===== config.mk =====
export PLATFORM = sky130hd
export DESIGN_NAME = fmul_arbiter
export DESIGN_NICKNAME = d
export VERILOG_FILES = /design/src/rtl/fmul_arbiter.sv
export SDC_FILE = /design/constraint.sdc
export NUM_CORES = 1
export LEC_CHECK = 0
export ABC_AREA = 1
export CAP_MARGIN = 40
export CORE_ASPECT_RATIO = 0.7
export CORE_MARGIN = 4
export CORE_UTILIZATION = 40
export DETAILED_ROUTE_END_ITERATION = 8
export HOLD_SLACK_MARGIN = 0.1
export PLACE_DENSITY = 0.86
export SYNTH_ARGS = -nofsm -noshare
export SYNTH_HDL_FRONTEND = slang
export SYNTH_SLANG_ARGS = --single-unit
export TNS_END_PERCENT = 20

===== constraint.sdc =====
create_clock -name clk -period 2.5 [get_ports clk]
set_input_delay 0.5 -clock clk [delete_from_list [all_inputs] [get_ports clk]]
set_output_delay 0.5 -clock clk [all_outputs]
set_load 0.05 [all_outputs]

===== src/rtl/fmul_arbiter.sv =====
// Round-robin front end sharing one pipelined FP multiplier between two
// requesters, with per-requester 2-entry result FIFOs and credit flow control.
module fmul_arbiter #(
    parameter int WIDTH = 32,
    parameter int LAT   = 3
) (
    input  logic             clk,
    input  logic             reset_n,
    input  logic             req0_valid,
    input  logic             req1_valid,
    output logic             req0_ready,
    output logic             req1_ready,
    input  logic [WIDTH-1:0] req0_a,
    input  logic [WIDTH-1:0] req0_b,
    input  logic [WIDTH-1:0] req1_a,
    input  logic [WIDTH-1:0] req1_b,
    input  logic [1:0]       req0_rmode,
    input  logic [1:0]       req1_rmode,
    output logic             mul_valid,
    output logic [WIDTH-1:0] mul_a,
    output logic [WIDTH-1:0] mul_b,
    output logic [1:0]       mul_rmode,
    input  logic [WIDTH-1:0] mul_y,
    output logic             res0_valid,
    output logic             res1_valid,
    output logic [WIDTH-1:0] res0_y,
    output logic [WIDTH-1:0] res1_y,
    input  logic             res0_ready,
    input  logic             res1_ready,
    output logic             err
);

    logic [1:0]       cnt  [2];
    logic [1:0]       infl [2];
    logic [WIDTH-1:0] mem  [2][2];
    logic [1:0]       wp;
    logic [1:0]       rp;
    logic [LAT-1:0]   tag_v;
    logic [LAT-1:0]   tag_id;
    logic             ptr;
    logic             err_q;

    logic [1:0] elig;
    logic [1:0] grant;
    logic [1:0] push;
    logic [1:0] pop;
    logic [1:0] res_rdy;
    logic [1:0] ok;

    assign res_rdy = {res1_ready, res0_ready};

    always_comb begin
        for (int n = 0; n < 2; n++) begin
            ok[n] = ({1'b0, cnt[n]} + {1'b0, infl[n]}) < 3'd2;
            pop[n] = (cnt[n] != 2'd0) & res_rdy[n];
        end
        elig[0] = req0_valid & ok[0] & reset_n;
        elig[1] = req1_valid & ok[1] & reset_n;
        push[0] = tag_v[LAT-1] & ~tag_id[LAT-1];
        push[1] = tag_v[LAT-1] & tag_id[LAT-1];
    end

    // Pointer names the preferred requester; the other only wins when it idles
    always_comb begin
        grant = 2'b00;
        if (!ptr) begin
            grant[0] = elig[0];
            grant[1] = elig[1] & ~elig[0];
        end else begin
            grant[1] = elig[1];
            grant[0] = elig[0] & ~elig[1];
        end
    end

    always_comb begin
        mul_a     = '0;
        mul_b     = '0;
        mul_rmode = 2'b00;
        if (grant[0]) begin
            mul_a     = req0_a;
            mul_b     = req0_b;
            mul_rmode = req0_rmode;
        end else if (grant[1]) begin
            mul_a     = req1_a;
            mul_b     = req1_b;
            mul_rmode = req1_rmode;
        end
    end

    assign req0_ready = grant[0];
    assign req1_ready = grant[1];
    assign mul_valid  = |grant;
    assign res0_valid = cnt[0] != 2'd0;
    assign res1_valid = cnt[1] != 2'd0;
    assign res0_y     = res0_valid ? mem[0][rp[0]] : '0;
    assign res1_y     = res1_valid ? mem[1][rp[1]] : '0;
    assign err        = err_q;

    always_ff @(posedge clk or negedge reset_n) begin
        if (!reset_n) begin
            ptr    <= 1'b0;
            tag_v  <= '0;
            tag_id <= '0;
        end else begin
            if (grant[0]) ptr <= 1'b1;
            else if (grant[1]) ptr <= 1'b0;
            tag_v[0]  <= |grant;
            tag_id[0] <= grant[1];
            for (int i = 1; i < LAT; i++) begin
                tag_v[i]  <= tag_v[i-1];
                tag_id[i] <= tag_id[i-1];
            end
        end
    end

    always_ff @(posedge clk or negedge reset_n) begin
        if (!reset_n) begin
            wp    <= 2'b00;
            rp    <= 2'b00;
            err_q <= 1'b0;
            for (int n = 0; n < 2; n++) begin
                cnt[n]    <= 2'd0;
                infl[n]   <= 2'd0;
                mem[n][0] <= '0;
                mem[n][1] <= '0;
            end
        end else begin
            for (int n = 0; n < 2; n++) begin
                infl[n] <= infl[n] + {1'b0, grant[n]} - {1'b0, push[n]};
                if (pop[n]) rp[n] <= ~rp[n];
                // A full FIFO only accepts a push when it is also popping
                if (push[n] && (cnt[n] != 2'd2 || pop[n])) begin
                    mem[n][wp[n]] <= mul_y;
                    wp[n]         <= ~wp[n];
                    if (!pop[n]) cnt[n] <= cnt[n] + 2'd1;
                end else begin
                    if (pop[n]) cnt[n] <= cnt[n] - 2'd1;
                    if (push[n]) err_q <= 1'b1;
                end
            end
        end
    end

endmodule


==> results of run 1 <==
layer usage:
metal | GRT usage | wire length (um)
met3 | 0.08101 | 2304
met2 | 0.4336 | 14570
met4 | 0.07958 | 888
met5 | 0 | 58
met1 | 0.3126 | 11280
state kept, by name, indices dropped and copies added, names as in the netlist:
register  flops
cnt           4
wp            2
tag_id        3
err           1
infl          4
ptr           1
rp            2
tag_v         3
mem         128
worst min-delay path by stage:
| stage | end | slack [ns] | depth (start not counted) |
|---|---|---|---|
| final | err | 0.28 | 2 |
| after global placement | ptr | 0.31 | 1 |
| after CTS | mem[63] | 0.30 | 2 |
| after floorplan | cnt[0] | 0.20 | 0 |
| after detailed placement | ptr | 0.30 | 1 |
| after global routing | mem[108] | 0.33 | 2 |
synthesized netlist by cell type (all sizes together):
library cell and n:
nand3 77, clkbuf 22, nand2 360, xor2 1
dfrtp 148, a21oi 65, nor2 6, clkinv 1
ha 4, o21ai 162, xnor2 5, fa 2
inv 87, nand4 1, o31ai 2, buf 45
logic make-up (layout without fill, tap and decap cells):
kind of cell	count (synthesis)	in the layout	share of synthesized area
buffers and inverters	155	465	0.09936
AND/OR/NAND/NOR	444	444	0.2388
flip-flops	148	148	0.4822
AO/OA/AOI/OAI	229	229	0.1611
XOR/XNOR	6	6	0.006841
adder cells (fa/ha/maj)	6	6	0.01173
critical path, delay by kind of cell (launching register included):
family / cells / cell delay, ns
fa+ha+maj: 1 / 0.47
buf+inv: 4 / 0.50
flops: 1 / 0.38
simple gates: 6 / 0.71
area by class of cell:
type                            instances  area [um2]
Timing Repair Buffer                  347        4559
Fill cell                            1325        5828
Sequential cell                       148        3705
Tap cell                              242       302.8
Clock buffer                           17       425.4
Clock inverter                         13       136.4
Inverter                               88       335.3
Multi-Input combinational cell        685        3573
power by group through the flow:
stage | clock [mW] | sequential [mW] | combinational [mW]
global route | 2.60 | 4.11 | 13.9
CTS | 2.48 | 3.99 | 12.9
floorplan | 0 | 3.85 | 7.08
detailed placement | 0 | 4.01 | 12.6
global placement | 0 | 3.94 | 12.3
finish | 2.45 | 4.00 | 13.2
timing repair:
action	CTS	global route
hold buffers	1	0
buffers inserted	3	2
gates cloned	3	4
setup endpoints to repair	82	128
hold endpoints to repair	1	0
pin swaps	1	27
resized for setup	41	84
==> key figures, run 1 <==
Layout
  • Commonest cells after routing, fill and taps aside: 252 x nand2_1, 169 x clkdlybuf4s50_1, 147 x dfrtp_1
  • Share of cells above drive strength 1: 0.2804
  • Most common cell after layout, fill and taps aside: nand2_1
  • Layout area overhead: 69.73%
  • Antenna cells: 0
  • Nets: roughly 1,500
  • Fin util: 0.6911
  • Finished Layout Cells: 1,540
  • Design area: between 0.01 and 0.015 mm2

GRT
  • Largest net degree at the start of global routing: between 60 and 70
  • Global route overflow: 0
  • Vias in the first global route: between 8,000 and 9,000
  • Initial antenna violation count: 3
  • Global Route Usage Sum: 0.2541
  • First-pass GRT wire length: 42,730 um

Worst setup path
  • Max FO, Critical Path: 11
  • Highest cell delay on the worst timing path: about 0.47 ns
  • Worst path required time: about 2 ns
  • CP Launch Point: infl[0]
  • Setup CP Type: flip-flop to output port
  • R2R setup slack: around 0.18 ns
  • Critical path cell sequence: nand2_1 -> inv_2 -> fa_1 -> nor2_2 -> nand2_2 -> nor2_4 -> buf_12 -> clkbuf_16 -> nand3_1 -> nand2_2 -> buf_12
  • Crit path DAT: about 2.5 ns
  • R2r startpoint: infl[2]
  • Critical path's slowest cell: fa_1
  • Worst Setup EP: mul_a[6]
  • R2R Path End: infl[3]
  • Startpoint Class: flip-flop
  • CP Capture Type: output port
  • R2r worst-path depth: 12

Pwr
  • Sw Ratio: 0.4821
  • Flop pwr share: 0.203
  • Cell Int Power: between 10 and 15 mW
  • Switch Pwr: ~9.5 mW
  • Pleak: ~6.1 nW
  • Design Power: slightly below 20 mW
  • Gate power share: 0.672
  • PD cells: 1509 mW/mm2
  • Max VDD drop: 0.0009867 V
  • Clock Power Share: 0.124

Floorplan
  • Die area: between 0.02 and 0.025 mm2
  • Core area: roughly 0.019 mm2
  • Die Span Y: approximately 120 um
  • Starting density of the core: 0.4071
  • IO Pins: roughly 310
  • Die extent in x: 173.6 um
  • Placement Rows: 42

Placed design
  • Final HPWL DP: 20,250 um
  • Placed Instances: 1,499
  • Placed cell area: about 0.012 mm2
  • Gpl congestion: 0.8436
  • DP Worst Slack: -0.01702 ns
  • IO buf count: 305

Routing
  • 1st-iter DRT viols: 618
  • Final WL: around 29,000 um
  • DR vias: about 8,000
  • Post-route ant nets: 0
  • Drt via density: roughly 5.3
  • Post-DR wirelength/cell: between 15 and 20 um
  • Drt drc: 0
  • First-pass DRT Iterations: 5

Clock tree
  • H-tree Lvls: 4
  • CTS root buf: clkbuf_16
  • TritonCTS Sinks: about 150
  • Clk slew on worst S/H paths: 0.06 ns
  • TritonCTS clock tree: yes
  • Clk buf depth: 2
  • CTS buffer count: 17
  • Worst-Skew Late Latency: between 0.4 and 0.5 ns

Synth
  • Top post-synthesis cells by area: dfrtp_1 48%, nand2_1 17%, o21ai_0 7.3%
  • Avg Synthesized Cell Area: 7.774 um2
  • Distinct cells, synth: 27
  • Net Count, Synth: approximately 1,200
  • Synthesized cell area: around 0.0077 mm2
  • Synth Register Bits: 148
  • Synth Instances: between 900 and 1,000
  • Yosys Warn Count: 0
  • Sequential area share after synthesis: 0.4822
  • Post-synth top area cell: dfrtp_1
  • Synth top area share: 0.4822

Hold path
  • Worst hold-check path type: input port to async pin

STA
  • Clock Skews: ~0.010 ns
  • Final min period: 2.976 ns
  • Slew Limit Fails: 0
  • WHS: 0.2752 ns
  • TNS Setup: -30.18 ns
  • RSZ-0062 raised after global routing: yes
  • Worst setup margin: -0.4762 ns
  • Worst rel slew slack: 0.5412
  • Final period utilization: 1.190
  • Worst slew pin tran: a little under 0.7 ns
  • Hold Violations, Final: 0
  • Finish-stage setup viols: a little under 70
  • F_max: 336.0 MHz

Status
  • Outcome: finished, violations left
  • Failing checks: negative setup slack

Run
  • Max Cap Viol: 0
No activity file was read; power rests on OpenSTA's default activity.
==> run 2, diff against run 1 <==
--- a/config.mk
+++ b/config.mk
@@ -6,7 +6,7 @@
 export NUM_CORES = 1
 export LEC_CHECK = 0
 export ABC_AREA = 1
-export CAP_MARGIN = 40
+export CAP_MARGIN = 10
 export CORE_ASPECT_RATIO = 0.7
 export CORE_MARGIN = 4
 export CORE_UTILIZATION = 40
==> results of run 2 <==
Final layout, timing and power as in run 1 (identical DEF).
==> run 3, diff against run 2 <==
--- a/config.mk
+++ b/config.mk
@@ -13,6 +13,7 @@
 export DETAILED_ROUTE_END_ITERATION = 8
 export HOLD_SLACK_MARGIN = 0.1
 export PLACE_DENSITY = 0.86
+export SLEW_MARGIN = 20
 export SYNTH_ARGS = -nofsm -noshare
 export SYNTH_HDL_FRONTEND = slang
 export SYNTH_SLANG_ARGS = --single-unit
==> results of run 3 <==
Final layout, timing and power as in run 1 (identical DEF).
